<file path="src/rtl/rr_arbiter_if.sv">
// Request/grant bundle between requesters (master) and the round-robin arbiter (slave).
// The lock signal exists only when RR_LOCK_EN is defined.
interface rr_arbiter_if #(
    parameter int ISIZE = 8,
    parameter int PTRW  = (ISIZE > 1) ? $clog2(ISIZE) : 1
);
    logic [ISIZE-1:0] reqs;
    logic             ack;
    logic [ISIZE-1:0] gnts;
    logic             gnt_valid;
    logic [PTRW-1:0]  gnt_idx;
`ifdef RR_LOCK_EN
    logic             lock;

    modport master (
        output reqs,
        output ack,
        output lock,
        input  gnts,
        input  gnt_valid,
        input  gnt_idx
    );

    modport slave (
        input  reqs,
        input  ack,
        input  lock,
        output gnts,
        output gnt_valid,
        output gnt_idx
    );
`else
    modport master (
        output reqs,
        output ack,
        input  gnts,
        input  gnt_valid,
        input  gnt_idx
    );

    modport slave (
        input  reqs,
        input  ack,
        output gnts,
        output gnt_valid,
        output gnt_idx
    );
`endif
endinterface

</file>
<file path="src/rtl/rr_arbiter.sv">
// Round-robin arbiter with registered one-hot grants, ack/abort handshake and zero-bubble
// back-to-back grants. Optional grant locking is enabled by defining RR_LOCK_EN.
module rr_arbiter #(
    parameter int ISIZE = 8,
    parameter int PTRW  = (ISIZE > 1) ? $clog2(ISIZE) : 1
) (
    input  logic        clk,
    input  logic        rst,
    rr_arbiter_if.slave bus
);

    typedef enum logic [0:0] {
        IDLE  = 1'b0,
        GRANT = 1'b1
    } state_t;

    state_t           state_reg, state_next;
    logic [PTRW-1:0]  ptr_reg, ptr_next;
    logic [ISIZE-1:0] gnts_reg, gnts_next;
    logic [PTRW-1:0]  gnt_idx_reg, gnt_idx_next;
    logic             gnt_valid_reg;

    logic [PTRW-1:0]    ptr_after;
    logic [PTRW-1:0]    arb_base;
    logic [2*ISIZE-1:0] reqs_dbl;
    logic [2*ISIZE-1:0] reqs_shift;
    logic [ISIZE-1:0]   reqs_rot;
    logic [ISIZE-1:0]   first_rot;
    logic [PTRW-1:0]    off_acc [ISIZE+1];
    logic [PTRW:0]      win_sum;
    logic [PTRW-1:0]    arb_idx;
    logic               arb_found;
    logic [ISIZE-1:0]   arb_onehot;
    logic               cur_req;
    logic               hold;
    logic               grant_end;

    // Pointer one past the current winner; the winner becomes lowest priority.
    assign ptr_after = (gnt_idx_reg == PTRW'(ISIZE - 1)) ? '0 : gnt_idx_reg + 1'b1;
    assign arb_base  = (state_reg == GRANT) ? ptr_after : ptr_reg;

    // Rotate requests so that arb_base lands on bit 0, then isolate the lowest set bit.
    assign reqs_dbl   = {bus.reqs, bus.reqs};
    assign reqs_shift = reqs_dbl >> arb_base;
    assign reqs_rot   = reqs_shift[ISIZE-1:0];
    assign first_rot  = reqs_rot & (~reqs_rot + 1'b1);
    assign arb_found  = |reqs_rot;

    assign off_acc[0] = '0;

    genvar gi;
    generate
        for (gi = 0; gi < ISIZE; gi++) begin : g_offset
            assign off_acc[gi+1] = off_acc[gi] | (first_rot[gi] ? PTRW'(gi) : '0);
        end
    endgenerate

    // Map the rotated offset back to an absolute requester index.
    assign win_sum = {1'b0, arb_base} + {1'b0, off_acc[ISIZE]};
    assign arb_idx = (win_sum >= (PTRW+1)'(ISIZE)) ? PTRW'(win_sum - (PTRW+1)'(ISIZE))
                                                    : win_sum[PTRW-1:0];

    generate
        for (gi = 0; gi < ISIZE; gi++) begin : g_onehot
            assign arb_onehot[gi] = arb_found && (arb_idx == PTRW'(gi));
        end
    endgenerate

    // gnts_reg is one-hot on the current winner, so this is reqs[w] without an index.
    assign cur_req = |(bus.reqs & gnts_reg);

`ifdef RR_LOCK_EN
    assign hold = bus.lock && bus.ack && cur_req;
`else
    assign hold = 1'b0;
`endif

    // An abort (request dropped) is an end even if ack is also high; lock never blocks it.
    assign grant_end = (bus.ack || !cur_req) && !hold;

    always_comb begin
        state_next   = state_reg;
        ptr_next     = ptr_reg;
        gnts_next    = gnts_reg;
        gnt_idx_next = gnt_idx_reg;
        unique case (state_reg)
            IDLE: begin
                if (arb_found) begin
                    state_next   = GRANT;
                    gnts_next    = arb_onehot;
                    gnt_idx_next = arb_idx;
                end
            end
            GRANT: begin
                if (grant_end) begin
                    ptr_next = ptr_after;
                    if (arb_found) begin
                        gnts_next    = arb_onehot;
                        gnt_idx_next = arb_idx;
                    end else begin
                        state_next   = IDLE;
                        gnts_next    = '0;
                        gnt_idx_next = '0;
                    end
                end
            end
            default: begin
                state_next   = IDLE;
                gnts_next    = '0;
                gnt_idx_next = '0;
            end
        endcase
    end

    always_ff @(posedge clk) begin
        if (rst) begin
            state_reg     <= IDLE;
            ptr_reg       <= '0;
            gnts_reg      <= '0;
            gnt_idx_reg   <= '0;
            gnt_valid_reg <= 1'b0;
        end else begin
            state_reg     <= state_next;
            ptr_reg       <= ptr_next;
            gnts_reg      <= gnts_next;
            gnt_idx_reg   <= gnt_idx_next;
            gnt_valid_reg <= |gnts_next;
        end
    end

    assign bus.gnts      = gnts_reg;
    assign bus.gnt_valid = gnt_valid_reg;
    assign bus.gnt_idx   = gnt_idx_reg;

    onehot_grant: assert property (@(posedge clk) disable iff (rst) $onehot0(gnts_reg));

endmodule

</file>
<file path="src/flat_wrapper.sv">
// flat-port wrapper written by rule: the top's interface ports become plain ports
module rr_arbiter_flat 
#(
    parameter int ISIZE = 8,
    parameter int PTRW  = (ISIZE > 1) ? $clog2(ISIZE) : 1
)
  (clk, rst, bus_reqs, bus_ack, bus_gnts, bus_gnt_valid, bus_gnt_idx);
  rr_arbiter_if #(.ISIZE(ISIZE), .PTRW(PTRW)) bus_i ();
  input  logic clk;
  input  logic rst;
  input wire logic [$bits(bus_i.reqs)-1:0] bus_reqs;
  input wire logic [$bits(bus_i.ack)-1:0] bus_ack;
  output wire logic [$bits(bus_i.gnts)-1:0] bus_gnts;
  output wire logic [$bits(bus_i.gnt_valid)-1:0] bus_gnt_valid;
  output wire logic [$bits(bus_i.gnt_idx)-1:0] bus_gnt_idx;
  assign bus_i.reqs = bus_reqs;
  assign bus_i.ack = bus_ack;
  assign bus_gnts = bus_i.gnts;
  assign bus_gnt_valid = bus_i.gnt_valid;
  assign bus_gnt_idx = bus_i.gnt_idx;
  rr_arbiter #(.ISIZE(ISIZE), .PTRW(PTRW)) u_core (.clk(clk), .rst(rst), .bus(bus_i));
endmodule
</file>
<file path="config.mk">
export PLATFORM = sky130hd
export DESIGN_NAME = rr_arbiter_flat
export DESIGN_NICKNAME = d
export VERILOG_FILES = /design/src/rtl/rr_arbiter_if.sv /design/src/rtl/rr_arbiter.sv /design/src/flat_wrapper.sv
export SDC_FILE = /design/constraint.sdc
export NUM_CORES = 1
export LEC_CHECK = 0
export BUFFER_PORTS_ARGS = -buffer_cell sky130_fd_sc_hd__buf_2
export CAP_MARGIN = 20
export CORE_MARGIN = 5
export CORE_UTILIZATION = 25
export DETAILED_ROUTE_END_ITERATION = 7
export PLACE_DENSITY = 0.51
export SETUP_SLACK_MARGIN = 0.5
export SYNTH_ARGS = -nofsm -noshare
export SYNTH_HDL_FRONTEND = slang
export SYNTH_SLANG_ARGS = --single-unit
</file>
<file path="constraint.sdc">
create_clock -name clk -period 11.1 [get_ports clk]
set_input_delay 0 -clock clk [delete_from_list [all_inputs] [get_ports clk]]
set_output_delay 0 -clock clk [all_outputs]
set_load 0.1 [all_outputs]
</file>
==> out/metrics.yaml, run 1 <==
status:
  outcome: "completed"
power:
  powerDensity_nw_per_um2: 315
  p_comb_share_pct: 75.7
  intPower_mw: 0.229
  leakagePower_nw: 0.658
  clkPwrFrac_pct: 7.9
  p_total_mw: 0.546
  switching_power_mw: 0.318
  seqPwrFrac_pct: 16.4
  p_sw_share_pct: 58.1
  ir_drop_mv: 0.115
cells_and_area:
  n_antenna_cell: 0
  fillers: 671
  largest_reg_flops: 8
  finalNetCount: 220
  regArea_um2: 320
  multiInputGateArea_um2: 1130
  drive_gt1_share_pct: 25.6
  syn_to_final_growth_pct: 12.1
global_routing:
  grt-ovfl-total: 0
  grt_pass1_wl_um: 7180
  track_usage_pct: 11.6
  grt_pass1_vias: 1368
  grt_antenna_before_repair: 0
  grt_max_degree: 15
timing:
  setup_slack_ns: 6.38
  min_period_ns: 4.72
  finClkSkew_ns: 0.00203
  setup_viol: 0
  worst_pin_slew_ns: 0.931
  period_share_pct: 42.6
  setup_tns_ns: 0
  hold_slack_ns: 0.0518
  fmax_mhz: 212
  slew_headroom_pct: 36.2
  slew_viol_final: 0
  rsz0062_at_grt: "false"
  finalHoldViolations: 0
synthesis:
  yosysTopAreaCellShare_pct: 20.7
  ys_warn_count: 0
  synth_top_area_cell: "dfxtp_1"
  synth_seq_cells: 16
  synth.distinct_cells: 43
  syn_avg_cell_area_um2: 8.28
  synth_nets: 202
  synth_ff_type: "dfxtp_1"
  synth_edf_count: 0
  synth_area_um2: 1550
  synth_common_cells: "nand2_1, dfxtp_1, nor2_1"
  ys_seq_area_share_pct: 20.7
  netlist_instances: 187
  synth.area.top_cells: "dfxtp_1, mux2i_1, nand2_1, o21ai_0, mux2i_4"
  async_flop_share_pct: 0
  synth_most_common_cell: "nand2_1"
floorplanning:
  io_pins: 23
  initial_utilization_pct: 26.0
  die_h_um: 88.7
  die_area_um2: 7870
  placeableCoreArea_um2: 5960
  die_w_um: 88.7
  rows: 28
clock_network:
  cts_buffer_depth: 2
  cts_root_buf: "clkbuf_8"
  cts_made_buffers: 3
  cts_setup_buffers: 0
  clk_latency_ns: 0.25
  cts-resized-gates: 0
  hold_buffers: 0
  cts-htree-levels: 1
  clk_pin_slew_ns: 0.06
  cts_tree: "yes"
  cts_num_sinks: 16
drt:
  drc: 0
  wl_um: 4330
  via_count: 1484
  first_pass_iters: 4
  via_per_inst: 5.34
  drtAntennaViolNets: 0
  wl_per_cell_um: 15.6
  drtIter0Drc: 74
critical_path:
  critPathMaxFanout: 14
  reg2reg_slack_ns: 6.38
  cp_num_buf_inv: 0
  worstPathRequired_ns: 11.26
  cp-end-kind: "flip-flop"
  crit_family: "multiplexers"
  crit_arrival_ns: 4.89
  critPathSlowestCell: "mux2i_4"
  cp_common_cell: "ha_1"
  criticalPathCategory: "flip-flop to flip-flop"
  worstPathCellList: "ha_1 > ha_1 > mux2i_4 > mux2i_2 > mux2i_1 > nand2b_1 > o32a_1 > fa_1 > xnor2_1 > or3_1 > nor3_2 > nand2_1 > o221ai_1"
  slowest_delay_ns: 0.54
  startpoint_type: "flip-flop"
placement:
  io_buffers: 22
  pre_cts_slack_ns: 6.41
  dp_hpwl_um: 3310
  place_congestion: 0.828
min_path:
  min_path_type: "primary input to flip-flop"
flow_run:
  cap_violations: 0
cell type report:
cell class              instances  share of cell area [%]
flip-flops and latches         16                    18.4
inverters                      12                    2.59
multi-input cells             150                    64.8
clock buffers                   3                    2.38
well taps                      75                    5.40
repair buffers                 22                    6.34
kinds of logic after synthesis:
kind of cell | share of synthesized area [%]
AOI/OAI and AO/OA | 27.0
xor gates and xnor gates | 0.566
adders and majority gates | 3.72
buffers and inverters | 6.62
DFF | 20.7
muxes | 19.7
and+or+nand+nor | 21.7
worst paths after layout:
check,start,to,cells after the start
worst max-delay path,u_core.bus.gnt_idx[0]$_SDFFE_PP0P_,u_core.bus.gnts[0]$_SDFF_PP0_,13
worst min-delay path,rst,u_core.bus.gnt_valid$_SDFF_PP0_,2
worst max register to register,u_core.bus.gnt_idx[0]$_SDFFE_PP0P_,u_core.bus.gnts[0]$_SDFF_PP0_,13
worst min register to register,u_core.ptr_reg[1]$_SDFFE_PP0P_,u_core.ptr_reg[1]$_SDFFE_PP0P_,2
cell usage in the layout, fill, tap and decap left out, drive strengths merged, types with 2 or more instances in the layout:
| cell type | n |
|---|---|
| o32a | 2 |
| dfxtp | 16 |
| nor2 | 16 |
| nand3 | 10 |
| a21oi | 7 |
| a22o | 4 |
| nand2 | 21 |
| nor4 | 2 |
| or3 | 3 |
| ha | 3 |
| o221ai | 9 |
| nor2b | 4 |
| inv | 12 |
| clkbuf | 3 |
| nand2b | 4 |
| o21ai | 14 |
| nand3b | 2 |
| mux2 | 7 |
| o211ai | 3 |
| a31oi | 3 |
| buf | 22 |
| mux2i | 17 |
| nor3 | 7 |
| a2111oi | 2 |
through the flow:
stage               instance area (µm²)  std cells  util, %
floorplan                          1550        187        -
global placement                   1700        275     28.5
detailed placement                 1700        275     28.5
CTS                                1740        278     29.2
global route                       1740        278     29.2
finish                             1740        278     29.2
routing by layer:
metal / GRT usage [%] / up-vias / routed length, µm
met4: 2.34 / 0 / 15
met3: 2.23 / 2 / 154
met1: 16.7 / 726 / 2200
li1: - / 728 / -
met5: 0 / - / 0
met2: 17.9 / 28 / 1960
power by group through the flow:
| stage | sequential [mW] | combinational, mW | clock, mW |
|---|---|---|---|
| finish | 0.0896 | 0.413 | 0.0434 |
| global placement | 0.0905 | 0.414 | 0 |
| detailed placement | 0.0904 | 0.410 | 0 |
| floorplan | 0.170 | 0.265 | 0 |
| global route | 0.0922 | 0.454 | 0.0493 |
| CTS | 0.0893 | 0.411 | 0.0462 |
worst reg2reg max path: cells and delay by family (launching register included):
family          cells  cell delay [ns]
flops               1             0.35
xor+xnor            1             0.15
simple gates        4             1.28
compound gates      2             0.62
mux                 3             1.31
fa+ha+maj           3             0.94
No activity file was read; power rests on OpenSTA's default activity.
==> inputs of run 2 (changes only) <==
- ABC_AREA: default -> 1
- PLACE_DENSITY: 0.51 -> 0.52
- clock period: 11.1 -> 4.8 ns (I/O delays scaled with it)
==> run 2 against run 1 <==
Compared with the run above: maximum frequency up 24%; non-clock buffer count increased by 2; via count is 9.2% higher; setup slack got worse by 5.4 ns; final area barely moved; sequential cell count stayed put; wire length down 4.5%; first-iteration DRC count grew 100%; synthesized area down 2.7%; critical path depth up 10; highest routed layer unchanged.
==> out/metrics.yaml, run 2 <==
timing:
  rsz0062_at_grt: "false"
  finalHoldViolations: 0  # unchanged
  setup_viol: 0  # unchanged
  fmax_mhz: 263  # +24%
  slew_viol_final: 0  # unchanged
  min_period_ns: 3.80  # -0.922 ns
  period_share_pct: 79.2  # +37 points
  setup_tns_ns: 0  # unchanged
  worst_pin_slew_ns: 0.498  # -0.433 ns
  finClkSkew_ns: 0.00245  # +0.000420 ns
  slew_headroom_pct: 67.1  # +31 points
cells_and_area:
  drive_gt1_share_pct: 20.2  # -5.4 points
  multiInputGateArea_um2: 1050  # -7.0%
  syn_to_final_growth_pct: 15.1
  regArea_um2: 320  # unchanged
  fillers: 672  # +0.15%
  fin_util_pct: 29.5  # +0.33 points
  n_antenna_cell: 0  # unchanged
  largest_reg_flops: 8  # unchanged
  layout_common_cells: "nand2_1, nand3_1, inv_1"
  finalNetCount: 284  # +29%
  layout_commonest_cell: "nand2_1"
synthesis:
  synth_most_common_cell: "nand2_1"
  synth_ff_type: "dfxtp_1"
  synth.area.top_cells: "dfxtp_1, nand2_1, nand3_1, inv_1, nor2_1"
  synth.distinct_cells: 31  # -28%
  synth_edf_count: 0  # unchanged
  ys_warn_count: 0  # unchanged
  synth_common_cells: "nand2_1, nand3_1, inv_1"
  synth_top_area_cell: "dfxtp_1"
  synth_seq_cells: 16  # unchanged
  syn_avg_cell_area_um2: 6.13  # -26%
  synth_nets: 261  # +29%
  yosysTopAreaCellShare_pct: 21.2  # +0.57 points
  ys_seq_area_share_pct: 21.2  # +0.57 points
  netlist_instances: 246  # +32%
  synth_area_um2: 1510  # -2.7%
  async_flop_share_pct: 0  # unchanged
critical_path:
  startpoint_type: "flip-flop"
  r2r-end: "u_core.bus.gnt_valid$_SDFF_PP0_"
  cp-end-kind: "flip-flop"
  critPathMaxFanout: 13  # -1
  crit_arrival_ns: 3.94  # -0.95 ns
  worstPathRequired_ns: 4.94  # -6.32 ns
  r2r_start: "u_core.bus.gnt_idx[0]$_SDFFE_PP0P_"
  reg2reg_slack_ns: 1.0  # -5.38 ns
  criticalPathCategory: "flip-flop to flip-flop"
  reg2regPathDepth: 23  # +10
drt:
  wl_um: 4140  # -4.5%
  first_pass_iters: 4  # unchanged
  via_per_inst: 4.74  # -11%
  drtIter0Drc: 151  # +100%
  drtAntennaViolNets: 0  # unchanged
  drc: 0  # unchanged
  wl_per_cell_um: 12.1  # -22%
  via_count: 1620  # +9.2%
min_path:
  min_path_type: "primary input to flip-flop"
  worstHoldPathCells: 2  # unchanged
  whs_endpoint: "u_core.bus.gnt_idx[2]$_SDFFE_PP0P_"
  min_from: "rst"
floorplanning:
  initial_utilization_pct: 25.6  # -0.39 points
  die_h_um: 87.7  # -1.2%
  placeableCoreArea_um2: 5890  # -1.2%
  die_w_um: 87.7  # -1.2%
  die_area_um2: 7680  # -2.4%
  io_pins: 23  # unchanged
  rows: 28  # unchanged
clock_network:
  clk_latency_ns: 0.25  # about the same
  clk_pin_slew_ns: 0.06  # about the same
  cts_root_buf: "clkbuf_8"
  cts-htree-levels: 1  # unchanged
  cts_made_buffers: 3  # unchanged
  cts_num_sinks: 16  # unchanged
  cts_buffer_depth: 2  # unchanged
  hold_buffers: 0  # unchanged
  cts_tree: "yes"
global_routing:
  grt_max_degree: 15  # unchanged
  grt-ovfl-total: 0  # unchanged
  grt_pass1_vias: 1581  # +16%
  track_usage_pct: 11.5  # -0.093 points
  grt_pass1_wl_um: 7160  # -0.38%
  grt_antenna_before_repair: 0  # unchanged
placement:
  io_buffers: 22  # unchanged
  place_congestion: 0.808  # -2.4%
  dp_hpwl_um: 3410  # +3.1%
flow_run:
  cap_violations: 0  # unchanged
status:
  outcome: "completed"
[run 2: layout make-up]
class                      count  area share (%)
clock buffer                   3            2.38
timing repair buffer          24            7.21
tap                           75            5.41
multi-input combinational    196            60.3
inverter                      28            6.20
sequential                    16            18.5
[run 2: kinds of logic (layout without fill, tap and decap cells)]
kind of cell | count (synthesis) | in the layout | share of synthesized area, %
AO/OA/AOI/OAI | 24 | 24 | 9.96
XOR/XNOR | 1 | 1 | 0.581
adder cells (fa/ha/maj) | 4 | 4 | 3.82
buffers and inverters | 34 | 55 | 10.3
flip-flops | 16 | 16 | 21.2
AND/OR/NAND/NOR | 167 | 167 | 54.1
[run 2: per-stage QoR]
step / worst slack, ns / cells / instance area, µm² / hold slack [ns]
after floorplan: 0.605 / 246 / 1510 / 0.0691
final: 0.997 / 342 / 1740 / 0.0833
after global placement: 0.887 / 338 / 1670 / 0.346
after CTS: 0.810 / 341 / 1710 / 0.0865
after detailed placement: 0.812 / 338 / 1670 / 0.345
after global routing: 0.600 / 342 / 1740 / 0.112
[run 2: how the worst max path moves through the flow]
stage,from,endpoint,slack [ns]
floorplan,u_core.bus.gnt_idx[0]$_SDFFE_PP0P_,u_core.bus.gnt_valid$_SDFF_PP0_,0.60
global placement,u_core.bus.gnt_idx[0]$_SDFFE_PP0P_,u_core.bus.gnt_valid$_SDFF_PP0_,0.89
detailed placement,u_core.bus.gnt_idx[0]$_SDFFE_PP0P_,u_core.bus.gnt_valid$_SDFF_PP0_,0.81
CTS,u_core.bus.gnt_idx[0]$_SDFFE_PP0P_,u_core.bus.gnt_valid$_SDFF_PP0_,0.81
global route,u_core.bus.gnt_idx[0]$_SDFFE_PP0P_,u_core.bus.gnt_valid$_SDFF_PP0_,0.60
finish,u_core.bus.gnt_idx[0]$_SDFFE_PP0P_,u_core.bus.gnt_valid$_SDFF_PP0_,1.0
[run 2: repair_timing]
item	CTS	global route
endpoints found under the setup margin	0	1
buffers inserted	0	1
resized for setup	0	3
[run 2: critical path: stages (launching register included)]
cell and delay [ns]:
dfxtp_1 0.34, ha_1 0.20, ha_1 0.29, or2_1 0.27, o21ai_4 0.18, inv_2 0.18, nand2_1 0.11, nand2_1 0.09
nor4_1 0.26, nand4_1 0.14, nand3_1 0.10, ha_1 0.14, inv_1 0.04, fa_1 0.37, xnor2_1 0.24, inv_1 0.08
nand3_2 0.12, nand2_4 0.08, nand3_1 0.11, nand2_1 0.07, nor2_1 0.10, nand2_1 0.06, nor2_1 0.09, nor2_1 0.04
[run 2: routing by layer]
layer | global-route usage (%) | share of wire (%) | routed length, µm
met1 | 14.8 | 46 | 1920
met4 | 5.44 | 2.7 | 112
met5 | 0 | 0 | 0
met3 | 2.35 | 5.7 | 234
met2 | 18.4 | 45 | 1870
Power of run 2 is left out: the tool's default activity adds up to more than one toggle a clock period on the data nets, which glitch-free logic cannot reach.
==> inputs of run 3 (changes only) <==
- ABC_AREA: 1 -> 0
- PLACE_DENSITY: 0.52 -> 0.51
- clock period: 4.8 -> 3.7 ns (I/O delays scaled with it)
==> run 3 against run 2 <==
Compared with the run above: the run now ends with setup timing left; critical path type unchanged; die area up 2.4%; core utilization up 8.6 points; final area up 31%; first-iteration DRC count down 36%; final cell count down 8.2%.
==> out/metrics.yaml, run 3 (same netlist as run 1, synthesis figures left out) <==
global_routing:
  grt_pass1_wl_um: 8140  # +14%
  track_usage_pct: 13.2  # +1.7 points
  grt-ovfl-total: 0  # unchanged
  grt_antenna_before_repair: 0  # unchanged
  grt_max_degree: 12  # -3
  grt_pass1_vias: 1659  # +4.9%
timing:
  min_period_ns: 3.73  # -0.0747 ns
  rsz0062_at_grt: "true"
  slew_viol_final: 0  # unchanged
  setup_slack_ns: -0.0282  # -1.03 ns
  fmax_mhz: 268  # +2.0%
  finalHoldViolations: 0  # unchanged
  setup_tns_ns: -0.0533  # -0.0533 ns
  worst_pin_slew_ns: 0.655  # +0.157 ns
  finClkSkew_ns: 0.00204  # -0.000407 ns
  period_share_pct: 101  # +22 points
  slew_headroom_pct: 55.8  # -11 points
  hold_slack_ns: 0.0494  # -0.0339 ns
  setup_viol: 2  # +2
cells_and_area:
  fillers: 616  # -8.3%
  drive_gt1_share_pct: 49.0  # +29 points
  finalNetCount: 255  # -10%
  largest_reg_flops: 8  # unchanged
  multiInputGateArea_um2: 1330  # +27%
  fin_util_pct: 38.1  # +8.6 points
  regArea_um2: 332  # +3.5%
  syn_to_final_growth_pct: 46.4
  layout_commonest_cell: "buf_4"
  layout_common_cells: "buf_4, buf_2, nand2_1"
  n_antenna_cell: 0  # unchanged
floorplanning:
  die_h_um: 88.7  # +1.2%
  initial_utilization_pct: 26.0  # +0.39 points
  die_area_um2: 7870  # +2.4%
  die_w_um: 88.7  # +1.2%
  rows: 28  # unchanged
  io_pins: 23  # unchanged
  placeableCoreArea_um2: 5960  # +1.2%
flow_run:
  cap_violations: 0  # unchanged
clock_network:
  cts_root_buf: "clkbuf_8"
  cts_buffer_depth: 2  # unchanged
  cts-htree-levels: 1  # unchanged
  cts_tree: "yes"
  clk_pin_slew_ns: 0.07  # about the same
  clk_latency_ns: 0.25  # about the same
  cts_num_sinks: 16  # unchanged
  hold_buffers: 0  # unchanged
  cts_made_buffers: 3  # unchanged
drt:
  met3WireLength_um: 229  # -2.1%
  wl_um: 5080  # +23%
  drtIter0Drc: 97  # -36%
  first_pass_iters: 4  # unchanged
  drc: 0  # unchanged
  wl_met1_um: 2300  # +20%
  via_per_inst: 5.27  # +11%
  route.met2.wl_um: 2480  # +32%
  via_count: 1656  # +2.2%
  drtAntennaViolNets: 0  # unchanged
  wl_per_cell_um: 16.2  # +34%
  highest_layer: "met4"
critical_path:
  crit_end: "u_core.bus.gnts[3]$_SDFF_PP0_"
  r2r_start: "u_core.bus.gnt_idx[1]$_SDFFE_PP0P_"
  critPathLaunch: "u_core.bus.gnt_idx[1]$_SDFFE_PP0P_"
  criticalPathCategory: "flip-flop to flip-flop"
  cp-end-kind: "flip-flop"
  worstPathRequired_ns: 3.87  # -1.07 ns
  reg2regPathDepth: 18  # -22%
  crit_arrival_ns: 3.90  # -0.04 ns
  critPathMaxFanout: 6  # -7
  reg2reg_slack_ns: -0.03  # -1.03 ns
  r2r-end: "u_core.bus.gnts[3]$_SDFF_PP0_"
  startpoint_type: "flip-flop"
status:
  violations: "setup timing"
  outcome: "complete, but fails checks"
min_path:
  min_path_type: "primary input to flip-flop"
power:
  powerDensity_nw_per_um2: 968
  ir_drop_mv: 0.499
  leakagePower_nw: 0.870
placement:
  place_congestion: 0.869  # +7.6%
  pre_cts_slack_ns: -0.0538  # -0.866 ns
  io_buffers: 22  # unchanged
  dp_hpwl_um: 3640  # +6.6%
[run 3: changes by cell type in the layout (fill, tap and decap cells not counted), moves of 8 or more]
| cell | change |
|---|---|
| nand2_1 | -50 |
| mux2i_4 | +8 |
| inv_1 | -15 |
| buf_4 | +26 |
| nand3_1 | -42 |
[run 3: worst min-delay path by stage]
stage          start                            endpoint  slack [ns]  depth (start not counted)
3_5_place_dp     rst  u_core.bus.gnt_idx[1]$_SDFFE_PP0P_        0.31                          2
6_report         rst  u_core.bus.gnt_idx[1]$_SDFFE_PP0P_        0.05                          2
5_1_grt          rst         u_core.state_reg$_SDFF_PP0_        0.07                          2
2_1_floorplan    rst         u_core.state_reg$_SDFF_PP0_        0.30                          2
3_3_place_gp     rst  u_core.bus.gnt_idx[1]$_SDFFE_PP0P_        0.30                          2
4_1_cts          rst  u_core.bus.gnt_idx[1]$_SDFFE_PP0P_        0.04                          2
[run 3: cell type report]
class / count / share of cell area [%]
Inverter: 12 / 1.99
Timing Repair Buffer: 57 / 18.8
Tap cell: 75 / 4.14
Multi-Input combinational cell: 150 / 58.5
Clock buffer: 4 / 1.99
Sequential cell: 16 / 14.6
[run 3: power by group]
group,leakage [nW],switching (mW),internal (mW)
sequential,0.133,0.0505,0.228
combinational,0.714,1.05,0.725
clock,0.0228,0.0648,0.0764
total,0.870,1.17,1.03
[run 3: routing by layer]
layer | vias to the layer above | GRT usage, %
met5 | - | 0
met4 | 0 | 3.16
met3 | 10 | 2.98
met2 | 45 | 21.9
met1 | 791 | 17.4
li1 | 810 | -
[run 3: worst max-delay path: stages, from the launching register on]
cell and delay [ns]:
dfxtp_4 0.35, ha_4 0.16, ha_4 0.22, mux2i_4 0.22, buf_12 0.15, buf_16 0.12, mux2_2 0.38, a21oi_1 0.20
nor3_2 0.06, o211ai_1 0.22, o211ai_1 0.17, ha_2 0.22, inv_2 0.05, fa_2 0.21, xnor2_2 0.08, or3_4 0.36
nor3_4 0.24, nand2_1 0.10, o221ai_2 0.15
[run 3: timing repair]
action,4_1_cts,5_1_grt
resized for setup,29,9
pin swaps,10,9
gates cloned,1,0
setup buffers,17,1
endpoints found under the setup margin,10,10
[run 3: per-stage QoR]
| stage | cells | instance area (µm²) | total power [mW] |
|---|---|---|---|
| 6_report | 314 | 2270 | 2.20 |
| 5_1_grt | 314 | 2270 | 2.32 |
| 4_1_cts | 313 | 2220 | 2.12 |
| 3_5_place_dp | 291 | 1930 | 1.70 |
| 3_3_place_gp | 291 | 1930 | 1.70 |
| 2_1_floorplan | 187 | 1660 | 1.40 |
